<file path="config.mk">
export PLATFORM = sky130hd
export DESIGN_NAME = rca_seq_ctrl
export DESIGN_NICKNAME = d
export VERILOG_FILES = /design/src/rtl/rca_pkg.sv /design/src/rtl/rca_4_bit.sv /design/src/rtl/rca_seq_ctrl.sv
export SDC_FILE = /design/constraint.sdc
export NUM_CORES = 1
export LEC_CHECK = 0
export BUFFER_PORTS_ARGS = -buffer_cell sky130_fd_sc_hd__buf_2
export CORE_MARGIN = 5
export CORE_UTILIZATION = 54
export CTS_CLUSTER_DIAMETER = 50
export DETAILED_ROUTE_END_ITERATION = 10
export GPL_ROUTABILITY_DRIVEN = 0
export PLACE_DENSITY = 0.79
export SLEW_MARGIN = 20
export SYNTH_ARGS = -nofsm -noshare
export SYNTH_HDL_FRONTEND = slang
export SYNTH_HIERARCHICAL = 1
export SYNTH_SLANG_ARGS = --single-unit
</file>
<file path="constraint.sdc">
create_clock -name clk -period 3.63 [get_ports clk]
set_input_delay 0.1815 -clock clk [delete_from_list [all_inputs] [get_ports clk]]
set_output_delay 0.1815 -clock clk [all_outputs]
set_load 0.01 [all_outputs]
</file>
<file path="src/rtl/rca_pkg.sv">
// Shared types and sizing helpers for the nibble-serial ripple-carry adder.
package rca_pkg;

    localparam int SLICE_W = 4;

    typedef enum logic [1:0] {
        StIdle,
        StRun,
        StDone
    } state_t;

    function automatic int calc_nslice(input int width);
        return width / SLICE_W;
    endfunction

    // Index counter needs at least one bit even for a single slice.
    function automatic int calc_idx_w(input int width);
        int n;
        n = width / SLICE_W;
        return (n > 1) ? $clog2(n) : 1;
    endfunction

endpackage

</file>
<file path="src/rtl/rca_4_bit.sv">
// Purely combinational 4-bit ripple-carry adder slice.
module rca_4_bit
    import rca_pkg::*;
(
    input  logic [SLICE_W-1:0] i_a,
    input  logic [SLICE_W-1:0] i_b,
    input  logic               i_c,
    output logic [SLICE_W-1:0] o_s,
    output logic               o_c
);

    logic [SLICE_W:0] w_c;

    always_comb begin
        w_c    = '0;
        o_s    = '0;
        w_c[0] = i_c;
        for (int i = 0; i < SLICE_W; i++) begin
            o_s[i]   = i_a[i] ^ i_b[i] ^ w_c[i];
            w_c[i+1] = (i_a[i] & i_b[i]) | (w_c[i] & (i_a[i] ^ i_b[i]));
        end
        o_c = w_c[SLICE_W];
    end

endmodule

</file>
<file path="src/rtl/rca_seq_ctrl.sv">
// Sequencer adding two WIDTH-bit operands one nibble per clock through a shared 4-bit slice.
// Optional subtract mode with signed overflow flag: define RCA_SEQ_CTRL_SUB_EN.
module rca_seq_ctrl
    import rca_pkg::*;
#(
    parameter int WIDTH = 16
) (
    input  logic             clk,
    input  logic             rst,
    input  logic             start,
    input  logic [WIDTH-1:0] n1,
    input  logic [WIDTH-1:0] n2,
    input  logic             ci,
`ifdef RCA_SEQ_CTRL_SUB_EN
    input  logic             sub,
    output logic             ovf,
`endif
    output logic             busy,
    output logic             done,
    output logic [WIDTH-1:0] sum,
    output logic             pc_out
);

    localparam int NSLICE = calc_nslice(WIDTH);
    localparam int IDXW   = calc_idx_w(WIDTH);

    if ((WIDTH % SLICE_W) != 0 || WIDTH < 8) begin : g_bad_width
        $error("rca_seq_ctrl: WIDTH must be a multiple of 4 and at least 8");
    end

    state_t             r_state;
    state_t             w_state_nxt;
    logic [WIDTH-1:0]   r_op_a;
    logic [WIDTH-1:0]   r_op_b;
    logic               r_carry;
    logic [IDXW-1:0]    r_idx;
    logic [WIDTH-1:0]   r_sum;
    logic               r_pc_out;

    logic               w_load;
    logic               w_step;
    logic               w_last;
    logic [SLICE_W-1:0] w_slice_a;
    logic [SLICE_W-1:0] w_slice_b;
    logic [SLICE_W-1:0] w_slice_s;
    logic               w_slice_c;

    assign w_slice_a = r_op_a[SLICE_W*r_idx +: SLICE_W];
    assign w_slice_b = r_op_b[SLICE_W*r_idx +: SLICE_W];
    assign w_last    = (r_idx == IDXW'(NSLICE - 1));

    rca_4_bit u_slice (
        .i_a (w_slice_a),
        .i_b (w_slice_b),
        .i_c (r_carry),
        .o_s (w_slice_s),
        .o_c (w_slice_c)
    );

    always_ff @(posedge clk or posedge rst) begin
        if (rst) begin
            r_state <= StIdle;
        end else begin
            r_state <= w_state_nxt;
        end
    end

    // DONE accepts start just like IDLE so back-to-back requests lose no cycle.
    always_comb begin
        w_state_nxt = r_state;
        w_load      = 1'b0;
        w_step      = 1'b0;
        busy        = 1'b0;
        done        = 1'b0;
        unique case (r_state)
            StIdle: begin
                if (start) begin
                    w_load      = 1'b1;
                    w_state_nxt = StRun;
                end
            end
            StRun: begin
                busy   = 1'b1;
                w_step = 1'b1;
                if (w_last) begin
                    w_state_nxt = StDone;
                end
            end
            StDone: begin
                done = 1'b1;
                if (start) begin
                    w_load      = 1'b1;
                    w_state_nxt = StRun;
                end else begin
                    w_state_nxt = StIdle;
                end
            end
            default: w_state_nxt = StIdle;
        endcase
    end

`ifdef RCA_SEQ_CTRL_SUB_EN
    logic r_ovf;
    logic w_msb_cin;

    // Carry into the MSB recovered from the slice sum bit: s = a ^ b ^ cin.
    assign w_msb_cin = w_slice_a[SLICE_W-1] ^ w_slice_b[SLICE_W-1] ^ w_slice_s[SLICE_W-1];
    assign ovf       = r_ovf;

    always_ff @(posedge clk or posedge rst) begin
        if (rst) begin
            r_ovf <= 1'b0;
        end else if (w_step && w_last) begin
            r_ovf <= w_msb_cin ^ w_slice_c;
        end
    end
`endif

    always_ff @(posedge clk or posedge rst) begin
        if (rst) begin
            r_op_a   <= '0;
            r_op_b   <= '0;
            r_carry  <= 1'b0;
            r_idx    <= '0;
            r_sum    <= '0;
            r_pc_out <= 1'b0;
        end else if (w_load) begin
            r_op_a <= n1;
            r_idx  <= '0;
`ifdef RCA_SEQ_CTRL_SUB_EN
            r_op_b  <= sub ? ~n2 : n2;
            r_carry <= sub ? 1'b1 : ci;
`else
            r_op_b  <= n2;
            r_carry <= ci;
`endif
        end else if (w_step) begin
            r_sum[SLICE_W*r_idx +: SLICE_W] <= w_slice_s;
            r_carry                         <= w_slice_c;
            r_idx                           <= r_idx + IDXW'(1);
            if (w_last) begin
                r_pc_out <= w_slice_c;
            end
        end
    end

    assign sum    = r_sum;
    assign pc_out = r_pc_out;

endmodule
</file>
# ---- After elaboration in Yosys (flattened, before gate mapping)
# Cells that the tools add are included.
dict set report classes {
  mux 13
  n_addsub 2
  reduce_logical 6
  shifts 4
  n_eq_ne 5
  bitwise_logic 21
}
# operator count
set op_table {}
lappend op_table {{negator 4 -> 34 bit} 1}
lappend op_table {{variable shift 4 x 34 -> 16 bit, first input constant} 1}
lappend op_table {{indexed part select 4 x 34 -> 16 bit} 1}
lappend op_table {{indexed part select 16 x 5 -> 4 bit} 2}
lappend op_table {{bitwise mux 16 bit} 1}
lappend op_table {{bitwise AND 1 bit} 8}
lappend op_table {{two-way mux 2 bit} 4}
lappend op_table {{XOR 1 bit} 8}
lappend op_table {{two-way mux 1 bit} 7}
lappend op_table {{case mux 2 bit (3 select lines)} 1}
lappend op_table {{equality test 2 bit, second input constant} 2}
lappend op_table {{inequality test 2 bit, second input constant} 2}
lappend op_table {{bitwise OR 1 bit} 4}
lappend op_table {{AND reduction 2 bit} 2}
lappend op_table {{AND reduction 3 bit} 1}
lappend op_table {{adder 2 x 1 -> 2 bit, second input constant} 1}
lappend op_table {{equality test 2 x 1 -> 1 bit, second input constant} 1}
lappend op_table {{logical NOT 2 bit} 1}
lappend op_table {{nonzero test 2 bit} 1}
lappend op_table {{OR reduction 2 bit} 1}
lappend op_table {{inverter 1 bit} 1}
dict set report word_totals {
  wordCells 58
  register_bits 54
  output_inout_bits 19
  input_bits 36
}

# ---- Logic depth before layout (Yosys ltp)
# Gate-level depths: netlist of the first run.
dict set report logic_depth {
  ltp_word 12
  ltp_mapped 12
  depth_no_buf 11
}

# ---- Modules after synthesis
# The synthesis of the first run kept the hierarchy.
# module n_inst area_per_inst_um2 seq_area_each_um2 cells_each
set by_module_without_submodules {}
lappend by_module_without_submodules {rca_seq_ctrl 1 2377.3 1351.3 227}
lappend by_module_without_submodules {rca_4_bit 1 117.6 0.0 14}

# ---- Worst setup path after synthesis of the first run
# No wires, ideal clock.
dict set report synth_path {
  kind {register to register}
  start {register r_idx[1]}
  end {register r_sum[3], in the netlist sum[3]}
  t_required_ns 3.546
  path_stages_with_launch 13
  t_arrival_ns 2.828
  path_slack_ns 0.718
  n_path_buf 1
  setup_time_ns 0.084
  period_less_slack_ns 2.912
  cell_sequence {dfrtp_1 -> buf_2 -> mux4_2 -> fa_1 -> inv_1 -> fa_1 -> inv_1 -> fa_1 -> inv_1 -> fa_1 -> inv_1 -> nand2_1 -> o21ai_0}
}
dict set report synth_via {
  elab_chain_cells 11
  elab_cells_between_ends 23
  cone_classes {add/sub (1); shift (4); mux (1); bitwise (17)}
}
# item line_no
set synth_rtl {}
lappend synth_rtl {{start, declared} rca_seq_ctrl.sv:36} ;# logic [IDXW-1:0] r_idx;
lappend synth_rtl {{start signal, assigned} rca_seq_ctrl.sv:140} ;# r_idx <= r_idx + IDXW'(1);
lappend synth_rtl {{indexed part select 16 x 5 -> 4 bit *} rca_seq_ctrl.sv:48} ;# assign w_slice_a = r_op_a[SLICE_W*r_idx +: SLICE_W];
lappend synth_rtl {{via w_slice_a[0]} rca_seq_ctrl.sv:43} ;# logic [SLICE_W-1:0] w_slice_a;
lappend synth_rtl {{XOR 1 bit} rca_4_bit.sv:20} ;# w_c[i+1] = (i_a[i] & i_b[i]) | (w_c[i] & (i_a[i] ^ i_b[i]));
lappend synth_rtl {{bitwise AND 1 bit} rca_4_bit.sv:20}
lappend synth_rtl {{bitwise OR 1 bit *} rca_4_bit.sv:20}
lappend synth_rtl {{bitwise AND 1 bit *} rca_4_bit.sv:20}
lappend synth_rtl {{bitwise OR 1 bit *} rca_4_bit.sv:20}
lappend synth_rtl {{bitwise AND 1 bit *} rca_4_bit.sv:20}
lappend synth_rtl {{bitwise OR 1 bit *} rca_4_bit.sv:20}
lappend synth_rtl {{XOR 1 bit *} rca_4_bit.sv:19} ;# o_s[i] = i_a[i] ^ i_b[i] ^ w_c[i];
lappend synth_rtl {{via w_slice_s[3]} rca_seq_ctrl.sv:45} ;# logic [SLICE_W-1:0] w_slice_s;
lappend synth_rtl {{indexed part select 4 x 34 -> 16 bit *} rca_seq_ctrl.sv:138} ;# r_sum[SLICE_W*r_idx +: SLICE_W] <= w_slice_s;
lappend synth_rtl {{bitwise mux 16 bit *} rca_seq_ctrl.sv:138}
lappend synth_rtl {{end signal, assigned by index} rca_seq_ctrl.sv:138}
lappend synth_rtl {{end, declared} rca_seq_ctrl.sv:37} ;# logic [WIDTH-1:0] r_sum;
# The timed path passes the listed nets; every way through them passes the cells marked *.
# A chain may end at the register's enable or synchronous reset.

# ---- Final worst setup path of the first run
dict set report layout_path {
  start {register r_idx[0]}
  end {register r_sum[3], in the netlist sum[3]}
}
# Same word-level chain as after synthesis.

==> results of run 1 <==
registers in the layout, summed over array words and instances, names as in the netlist:
register	flops
pc_out	1
r_state	2
sum	16
r_carry	1
r_idx	2
r_op_a	16
r_op_b	16
Yosys cell counts, drive strengths merged:
cell    instances  area share
clkbuf          7       0.011
buf             4       0.011
nor2b           1      0.0025
nand2b          2      0.0050
and2b           1      0.0030
or3b            2      0.0080
nor4b           2       0.016
inv            15       0.023
o31ai           1      0.0030
a22oi           1      0.0030
dfrtp          54        0.54
mux2            1      0.0045
ha              5       0.025
mux4            8       0.072
fa              4       0.032
nand3b          2      0.0060
nor4            1      0.0085
nand2         109        0.16
a22o           12       0.042
o21ai           6       0.012
nor3b           1      0.0030
nand3           2      0.0040
power groups by stage:
| stage | sequential, mW | clock (mW) | combinational (mW) |
|---|---|---|---|
| after floorplan | 1.00 | 0 | 0.943 |
| after global placement | 1.00 | 0 | 1.28 |
| after detailed placement | 1.01 | 0 | 1.31 |
| after CTS | 1.00 | 0.400 | 1.32 |
| after global routing | 1.03 | 0.422 | 1.46 |
| final | 0.996 | 0.392 | 1.30 |
final timing paths:
check,startpoint,end,slack (ns),cells past startpoint
hold / removal,rst,sum[3],0.03,2
setup / recovery,r_idx[0],sum[3],0.67,12
min in group clk,n1[13],r_op_a[13],0.06,3
max in group asynchronous,rst,r_op_b[8],3.07,2
hold reg to reg,r_op_a[11],r_op_a[11],0.48,2
setup reg to reg,r_idx[0],sum[3],0.67,12
cells in the final DEF (no fill, tap or decap):
master                      netlist  final
sky130_fd_sc_hd__nand2_1        108    108
sky130_fd_sc_hd__buf_2            3     54
sky130_fd_sc_hd__dfrtp_1         54     54
sky130_fd_sc_hd__inv_1           15     14
sky130_fd_sc_hd__a22o_1          12     12
sky130_fd_sc_hd__mux4_2           8      8
sky130_fd_sc_hd__o21ai_0          6      6
sky130_fd_sc_hd__ha_1             5      5
sky130_fd_sc_hd__clkbuf_8         0      5
sky130_fd_sc_hd__buf_4            0      4
sky130_fd_sc_hd__fa_1             4      4
sky130_fd_sc_hd__nand2b_1         2      2
sky130_fd_sc_hd__nand3b_1         2      2
sky130_fd_sc_hd__nand3_1          2      2
sky130_fd_sc_hd__clkbuf_1         7      2
sky130_fd_sc_hd__nor2b_2          0      1
sky130_fd_sc_hd__nand2_2          1      1
sky130_fd_sc_hd__nor3b_1          1      1
sky130_fd_sc_hd__nor4b_2          1      1
sky130_fd_sc_hd__or3b_4           1      1
sky130_fd_sc_hd__nor4b_4          1      1
sky130_fd_sc_hd__and2b_1          1      1
sky130_fd_sc_hd__clkinv_2         0      1
sky130_fd_sc_hd__or3b_1           1      1
sky130_fd_sc_hd__nor4_4           1      1
sky130_fd_sc_hd__mux2_2           1      1
sky130_fd_sc_hd__o31ai_1          1      1
sky130_fd_sc_hd__a22oi_1          1      1
sky130_fd_sc_hd__bufinv_16        0      1
metal layers:
metal / wire length (microns) / vias to the layer above / global-route usage
met1: 2172 / 863 / 0.2348
li1: - / 884 / -
met5: 0 / - / 0
met3: 278 / 5 / 0.02778
met4: 48 / 0 / 0.05068
met2: 2324 / 48 / 0.2755
cell type report:
type	count	area share
clock inverter	1	0.01029
inverter	15	0.01973
multi-input combinational	161	0.3555
tap	52	0.02230
timing repair buffer	58	0.1029
clock buffer	7	0.02616
sequential	54	0.4631
cells by family (layout without fill, tap and decap cells):
family | after synthesis | in the layout | synth area share
DFF | 54 | 54 | 0.5416
muxes | 9 | 9 | 0.07673
and+or+nand+nor | 123 | 123 | 0.2207
AOI/OAI and AO/OA | 20 | 20 | 0.06018
buffers and inverters | 26 | 81 | 0.04363
adders and majority gates | 9 | 9 | 0.05717
worst max-delay path, stage by stage (launching register included):
cell and delay [ns]:
sky130_fd_sc_hd__dfrtp_1 0.37, sky130_fd_sc_hd__buf_4 0.24, sky130_fd_sc_hd__mux4_2 0.35, sky130_fd_sc_hd__fa_1 0.42
sky130_fd_sc_hd__inv_1 0.07, sky130_fd_sc_hd__fa_1 0.15, sky130_fd_sc_hd__inv_1 0.05, sky130_fd_sc_hd__fa_1 0.36
sky130_fd_sc_hd__inv_1 0.08, sky130_fd_sc_hd__fa_1 0.40, sky130_fd_sc_hd__inv_1 0.13, sky130_fd_sc_hd__nand2_1 0.06
sky130_fd_sc_hd__o21ai_0 0.20
stage by stage:
stage          cells  utilization  cell area [sq um]  hold slack [ns]  total power [mW]
3_3_place_gp     340       0.6366               2810           0.3721             2.277
6_report         348       0.6610               2918          0.03428             2.687
2_1_floorplan    241            -               2495           0.2869             1.946
3_5_place_dp     340       0.6366               2810           0.3728             2.322
4_1_cts          348       0.6607               2917          0.05136             2.715
5_1_grt          348       0.6610               2918          0.06458             2.913
==> out/results.txt, run 1 <==
The run finished with clean final reports. During I/O placement, the number of pins put on the boundary was 55. The H-tree depth came out at 2. Post-CTS timing repair inserted 0 buffers for setup. The largest fanout on the critical path is 15. Dividing the detail-routed via count by the number of cells gives 5.172. Counting the buffers created by CTS gives 5.

For the worst setup path, the data required time is 3.84 ns. The tools report the sequential element share of the synthesized area as 0.5416. The min-delay analysis places its worst path in the category primary input to asynchronous set/reset pin. The portion of total power attributed to combinational logic was 0.483. STA classifies the critical path startpoint as a register.

The first global-routing pass estimated 8.328 mm of wire. The number of nets in the synthesized netlist is 286. Clock-pin slew was measured on the worst setup and hold paths at 0.09 ns.

The part of the power in the clock network is 0.146. The worst setup path is of the register to register kind. Buffers placed on the I/O ports in this run total 54. The first detailed-routing pass took 5 iterations. Fill cells in the final layout number 337. The tools report the number of warnings issued by yosys as 6. The clock tree skew after final layout is 0.006414 ns, and the residual DRC count is 0.

The run gives 103 as the number of design-rule violations left by the first detailed-router iteration. The clock reaches the later pin of the worst-skew pair after 0.30 ns. The tools report the total routing resource utilization after global routing as 0.1692. Counting every sink on the clock net gives 54. Dividing total power by cell area gives a power density of 920.8 nW/um^2.

Entering global routing, the biggest net connects 55 pins. For this run, the post-layout net count is 340. The part of the cycle the worst path needs came out at 0.8153. The area taken by flip-flops and latches was 1351 sq um.

The run gives 2 as the number of buffers between clock root and the deepest sink. The synthesized design contains 54 register bits. Endpoint type of the worst setup path: a register.

For the wire length reported by the detailed router, the log shows 4.825 mm. Setup repair after global routing left no endpoint under its margin. In this run, distinct cell masters in the synthesized netlist total 26. The core region is 4414 sq um. TritonCTS built the clock tree.

For this run the aggregate overflow at the end of global routing stands at 0. For the number of gates given a new drive strength after cts, the log shows 0. IR analysis of the VDD net gives a maximum drop of 494.5 uV. Row generation in the floorplan step produced 24 rows. For the detailed-route via count, the log shows 1800.

At the pin with the least slew margin, the transition time is 0.8964 ns. Across all setup checks in the final design, the least slack found is 0.6704 ns. The final number of hold-violating endpoints is 0.

The run gives 0 as the count of endpoints failing setup in the final report. The tools report the multi-input gate area in the final layout as 1037 sq um. Cell internal power was estimated by the tool at 1.594 mW.

Once detailed placement completed, the half-perimeter wirelength came to 3.559 mm. The die extent in y was 77.97 microns. The die covers 6079 sq um. The tools report the max-slew headroom at the worst pin as 0.4017.

The signal arrival time at the worst endpoint was 3.17 ns; the total net switching power was 1.093 mW. The share of layout cells above drive strength 1 works out to 0.2703. In this run the clock root is driven by a sky130_fd_sc_hd__clkbuf_8. The tools report the highest attainable clock frequency as 0.3379 GHz. The area growth from synthesis to layout is 16.95%.

The max-slew violation count is 0. The count of antenna-violating nets left after detailed routing was 0; the instance count of the mapped netlist was 241. Averaged over all synthesized cells, the footprint is 10.35 sq um. The total standard cell area after synthesis came out at 2495 sq um. The average wire length per cell after detail routing is 13.86 microns. Switching power share of the total: 0.4069. The logs give 1770 for the number of global-route vias before repair and 0 ns for the setup TNS. Max-cap violations in this run came to 0. Starting density of the core: 0.5652.

Initial antenna violation count: 0. The register share of total power is 0.371, and the reported leakage power is 1.581 nW. Measured along the x axis, the die boundary spans 77.97 microns. After layout, the minimum clock period comes to 2.960 ns. The logs give 0 for the hold buffer count at CTS and 0.7148 ns for the pre-CTS setup slack.

The repair_antennas step left the layout with diodes totalling 0.
Power figures use the tool's default switching activity.
==> inputs of run 2 (changes only) <==
Clock period 3.63 ns to 3 ns, I/O delays scaled along.
==> run 2 against run 1 <==
The run now ends with hold timing left. Global-route usage increased by 0.65 points. Register-to-register slack lost 0.57 ns. Worst hold slack got worse by 0.038 ns. Maximum frequency grew 2.1%. Via count fell by 1.4%. Final area is 0.39% higher. Utilization grew 0.26 points. First-iteration DRC count decreased by 51%. Sequential power up 20%. Cell count did not move. Highest routed layer unchanged. Sequential cell count unchanged. Clock power barely moved.
==> out/results.txt, run 2 (synthesis gave the netlist of run 1 again) <==
The run finished, with violations left. The checks that failed: hold timing. After global routing the overflow that remains totals 0.

The clock reaches the later pin of the worst-skew pair after 0.30 ns. The minimum clock period was 2.898 ns; the delay contributed by the slowest stage of the critical path was 0.53 ns. The worst register-to-register path ends at sum[3]. The number of cell rows is 24. STA classifies the critical path endpoint as a register.

The initial antenna violation count was 0; the final-stage net count was 342. After the first detailed-routing iteration, the DRC count stood at 50. IR analysis of the VDD net gives a maximum drop of 596.6 uV.

The type of the worst setup path is register to register. Adding up every negative setup slack in the final design gives 0 ns. By instance count, the cell type seen most on the critical path is sky130_fd_sc_hd__fa_1.

The number of iterations in the first detailed-routing pass is 4, and the detailed-placement wirelength estimate is 3.738 mm. The reported leakage power is 1.588 nW, and the number of global-route vias before repair is 1892. Among all stages on the critical path, the largest delay is contributed by sky130_fd_sc_hd__mux4_2.

The number of antenna diodes came out at 0. The hold buffer count at CTS is 0. The power density of the placed cells was 1164 nW/um^2. The average wire length per cell after detail routing was 14.25 microns.

Area growth from synthesis to final layout: 17.40%. The final number of hold-violating endpoints is 9, and the number of top-level design ports is 55. The region available for standard cell placement spans 4414 sq um. TritonCTS created 5 clock buffers. Largest fanout on the critical path: 2. TritonCTS built the clock tree.

The first global-routing pass estimated 8.576 mm of wire. For this run, design rule violations remaining after detail routing come to 0. In the routed layout, each cell is associated on average with a via count of 5.098. Data on the critical path is required at its endpoint by 3.23 ns. Derived from the worst setup path, the maximum achievable clock frequency is 0.3451 GHz. The share of layout cells above drive strength 1 came out at 0.2838. Max-slew headroom at the worst pin: 0.4122. The clock passes through at most 2 buffers. Reg2reg setup slack: 0.10 ns. The tools report the kind of start point of the critical path as a register. The worst hold margin is -0.003836 ns, and the width of the die is 77.97 microns. The worst register-to-register path begins at r_idx[1]. The count of antenna-violating nets left after detailed routing is 0, and the number of input and output port buffers inserted is 54. The tools report the number of clock sinks as 54. The logs give 1774 for the detailed-route via count and 0.1757 for the total routing resource utilization after global routing.

The slew at the pin with the worst max-slew slack works out to 0.8806 ns. The clock-pin slew of the registers on the worst-case setup and hold paths works out to 0.09 ns. The routed design has 4.958 mm of wire.

The H-tree generated during clock tree synthesis spans 2 levels. STA puts the critical path data arrival time at 3.13 ns. The path class of the tightest hold or removal check is primary input to asynchronous set/reset pin.

The run gives 0 as the max-slew violation count. Family with the most delay on the worst path: adder cells. For the global routing usage on met2, the log shows 0.3055. The pin count of the biggest net entering global routing came out at 55. Traced cell by cell, the critical path runs through mux4_2 > fa_1 > inv_1 > fa_1 > inv_1 > fa_1 > inv_1 > fa_1 > inv_2 > nand2_1 > o21ai_2. Measured along the y axis, the die boundary spans 77.97 microns. The part of the cycle the worst path needs came out at 0.9658.

Counting both buffers and inverters, the worst setup path holds a total of 4. The global routing met1 resource utilization was 0.2190. The library cells used most frequently in the layout, excluding fill and tap cells, are sky130_fd_sc_hd__nand2_1 (108), sky130_fd_sc_hd__buf_2 (54), sky130_fd_sc_hd__dfrtp_1 (54). Global routing met3 resource utilization: 0.04051. In this run the most used layer during global routing was met2. For the count of endpoints failing setup in the final report, the log shows 0. Clock skew on the completed layout was measured at 0.006453 ns. The clock tree root buffer cell was sky130_fd_sc_hd__clkbuf_8. The floorplan step defined a die boundary enclosing 6079 sq um. The tool flagged a number of max-cap violations equal to 0. Most frequent standard cell in the layout excluding fill and tap cells: sky130_fd_sc_hd__nand2_1. Starting density of the core: 0.5652. The worst register-to-register path has a depth of 11.
run 2: how the worst max path moves through the flow:
stage                        start     end  cells past startpoint
after floorplan           r_idx[1]  sum[3]                     12
after global placement    r_idx[0]  sum[3]                     11
after detailed placement  r_idx[0]  sum[3]                     11
after CTS                 r_idx[0]  sum[3]                     11
after global routing      r_idx[1]  sum[3]                     11
final                     r_idx[1]  sum[3]                     11
run 2: per-stage QoR:
step | instance area (sq um) | utilization | setup slack, ns | power, mW | instances
after detailed placement | 2810 | 0.6366 | 0.05565 | 2.830 | 340
after global placement | 2810 | 0.6366 | 0.2114 | 2.763 | 340
final | 2929 | 0.6635 | 0.1025 | 3.409 | 348
after floorplan | 2495 | - | 0.08833 | 2.355 | 241
after CTS | 2893 | 0.6553 | 0.03807 | 3.222 | 346
after global routing | 2929 | 0.6635 | -0.02106 | 3.701 | 348
run 2: final cells by class:
type                    instances  area (sq um)
clock buffers                   6         82.58
inverters                      15         57.56
flip-flops and latches         54          1351
repair buffers                 60         331.6
well taps                      52         65.06
fillers                       378          1485
multi-input cells             161          1041
run 2: layer usage:
layer	share of wire	wire, microns
met5	0	0
met4	0.013	62
met3	0.048	240
met2	0.51	2553
met1	0.42	2101
run 2: what timing repair did:
item                       in CTS  in global routing
gates resized for setup         0                  4
setup buffers                   0                  2
setup endpoints to repair       0                  1
run 2: power by group:
group	switching (mW)	internal, mW
logic	1.00	0.817
clock network	0.211	0.178
registers	0.164	1.04
total	1.38	2.03
==> inputs of run 3 (changes only) <==
Settings changed: CELL_PAD_IN_SITES_DETAIL_PLACEMENT set to 1, CELL_PAD_IN_SITES_GLOBAL_PLACEMENT set to 1, CORE_ASPECT_RATIO set to 0.5, CORE_UTILIZATION 54 to 41, PLACE_DENSITY 0.79 to not set, PLACE_DENSITY_LB_ADDON set to 0.1, REMOVE_ABC_BUFFERS set to 1.
==> run 3 against run 2 <==
The run now ends clean. Utilization is 15 points lower. Routed wire length grew 16%. Sequential cell count unchanged. Combinational power down 2%. Sequential power about the same. Total power up 7.9%. Sequential share of layout area down 2.3 points. Critical path type unchanged. Critical endpoint is now sum[11]. Largest cell class unchanged. Largest power group unchanged.
==> out/results.txt, run 3 (synthesis gave the netlist of run 1 again) <==
The final layout contains routed wiring with a total length of 5.749 mm. The final number of hold-violating endpoints was 0. For the worst-skew pair, the clock arrives at the later sink with an insertion delay of 0.29 ns. Residual DRC count: 0. Clock tree root buffer cell: sky130_fd_sc_hd__clkbuf_16. In this design, the stage delay of the slowest critical-path cell is 0.54 ns. The tools report the part of the power in the clock network as 0.185.

STA classifies the critical path startpoint as a register. Clock tree synthesis found a total of 54 sinks. For the setup TNS, the log shows 0 ns. For the number of design-rule violations left by the first detailed-router iteration, the log shows 82.

For this design the ratio of total power to cell area is 1194 nW/um^2. The switching power share of the total was 0.3952. The internal portion of the total power is 2.226 mW.

The run gives 20 as the number of cell rows. The count of endpoints failing setup in the final report is 0, and the area of the core region is 5981 sq um. The library cell used most frequently in the layout, excluding fill and tap cells, is sky130_fd_sc_hd__nand2_1. Required time of the critical path: 3.23 ns. Across the run, the number of max-cap violations was 0. The die is 65.16 microns tall. In the final design database the tool counted 346 nets.

The run finished with clean final reports. The initial antenna violation count was 0. Clock-pin slew was measured on the worst setup and hold paths at 0.07 ns.

Number of iterations in the first detailed-routing pass: 4. Traced cell by cell, the critical path runs through mux4_2 > fa_1 > inv_1 > fa_1 > inv_1 > fa_1 > inv_1 > fa_1 > inv_2 > buf_4 > a22o_1. The kind of cell with the highest combined delay along the critical path is adder cells. The tools report the clock tree skew after final layout as 0.007217 ns. The worst path buffer plus inverter count came out at 5. TritonCTS built the clock tree. The maximum vdd ir drop was 364.6 uV. Summed over all layers, the global routing overflow is 0. In this design, the critical path's most frequently occurring cell is sky130_fd_sc_hd__fa_1. The endpoint type of the worst setup path was a register. The run gives 5 as the number of clock buffers inserted by TritonCTS. Along the worst path, the maximum fanout reaches 4. After layout, the design draws a total of 3.680 mW. For the worst setup path, the data arrival time is 3.09 ns. For this design, the slowest cell found on the critical path is sky130_fd_sc_hd__mux4_2. The detailed router placed 1828 vias in this run. At the pin with the least slew margin, the transition time is 0.6565 ns. The run gives 1964 as the number of global-route vias before repair. The tools report the die footprint as 7840 sq um.

Number of antenna diodes: 0. Highest attainable clock frequency: 0.3491 GHz. The top cell types in the final layout, fill and taps aside, are sky130_fd_sc_hd__nand2_1 (108), sky130_fd_sc_hd__buf_2 (54), sky130_fd_sc_hd__dfrtp_1 (54). Entering global routing, the biggest net connects 55 pins.

The max-slew violation count was 0; the max-slew headroom at the worst pin was 0.5623. The via density per instance was 4.823. The register share of total power is 0.331, and the area growth from synthesis to final layout is 23.52%. In this run the remaining antenna-violating nets after routing total 0. Counting along the longest clock path gives a buffer depth of 2.

The type of the worst setup path was register to register. The detailed-placement wirelength estimate was 4.218 mm; the share of layout cells above drive strength 1 was 0.2914. 55 I/O pins were placed. The reported leakage power is 1.648 nW. The minimum clock period works out to 2.864 ns. Total net switching power: 1.454 mW. The H-tree depth was 2. Width of the die: 120.3 microns. The path class of the lowest-slack min-delay path was primary input to register. Fill cells in the final layout number 688.

The part of the cycle the worst path needs works out to 0.9547. The starting density of the core is 0.4172, and the portion of total power attributed to combinational logic is 0.484. The wire length of the first global-routing pass is 9.680 mm.

In the final routed layout, each cell accounts on average for 15.17 microns. The total routing resource utilization after global routing is 0.1577, and the number of input and output port buffers inserted is 54.
==> run 3: worst paths after layout <==
path	from	to	slack [ns]	cells after the start
worst max register to register	r_idx[0]	sum[11]	0.14	11
worst min register to register	r_op_a[3]	r_op_a[3]	0.48	2
max in group asynchronous	rst	r_op_b[4]	2.04	3
worst min-delay path	n2[10]	r_op_b[10]	0.04	3
min in group asynchronous	rst	sum[13]	0.53	3
worst max-delay path	r_idx[0]	sum[11]	0.14	11
==> run 3: area by class of cell <==
cell class,instances,area (sq um),area share
clock buffers,6,138.9,0.04507
inverters,15,58.81,0.01908
clock inverters,2,38.79,0.01259
repair buffers,64,360.3,0.1169
multi-input cells,161,1037,0.3366
flip-flops and latches,54,1351,0.4385
well taps,77,96.34,0.03126
==> run 3: metrics by stage <==
| step | hold WS [ns] | utilization | worst slack [ns] | cell area (sq um) | instances |
|---|---|---|---|---|---|
| after global placement | 0.3396 | 0.4772 | 0.1733 | 2854 | 365 |
| final | 0.04448 | 0.5153 | 0.1359 | 3082 | 379 |
| after global routing | 0.03936 | 0.5153 | -0.001259 | 3082 | 379 |
| after CTS | 0.04443 | 0.5090 | 0.1037 | 3044 | 374 |
| after floorplan | 0.2554 | - | -0.04531 | 2442 | 230 |
| after detailed placement | 0.3023 | 0.4776 | 0.1048 | 2856 | 365 |
==> run 3: what timing repair did <==
action                                 4_1_cts  5_1_grt
setup buffers                                0        5
endpoints found under the hold margin       21        0
hold buffers                                 1        0
resized for setup                            0        2
setup endpoints to repair                    0        1
==> run 3: routing by layer <==
layer / vias up / share of wire / track usage
li1: 895 / - / -
met1: 894 / 0.49 / 0.2193
met2: 34 / 0.46 / 0.2488
met3: 5 / 0.047 / 0.04815
met4: 0 / 0.0077 / 0.02966
met5: - / 0 / 0
==> run 3: tightest hold or removal path: cells and delay by family <==
kind	cells	cell delay, ns
buffers and inverters	1	0.07
and+or+nand+nor	2	0.08
==> run 3: power by group through the flow <==
| stage | sequential (mW) | clock (mW) | combinational [mW] |
|---|---|---|---|
| after global placement | 1.22 | 0 | 1.64 |
| after global routing | 1.26 | 0.739 | 2.00 |
| after detailed placement | 1.24 | 0 | 1.69 |
| final | 1.22 | 0.680 | 1.78 |
| after CTS | 1.22 | 0.696 | 1.70 |
| after floorplan | 1.25 | 0 | 1.06 |
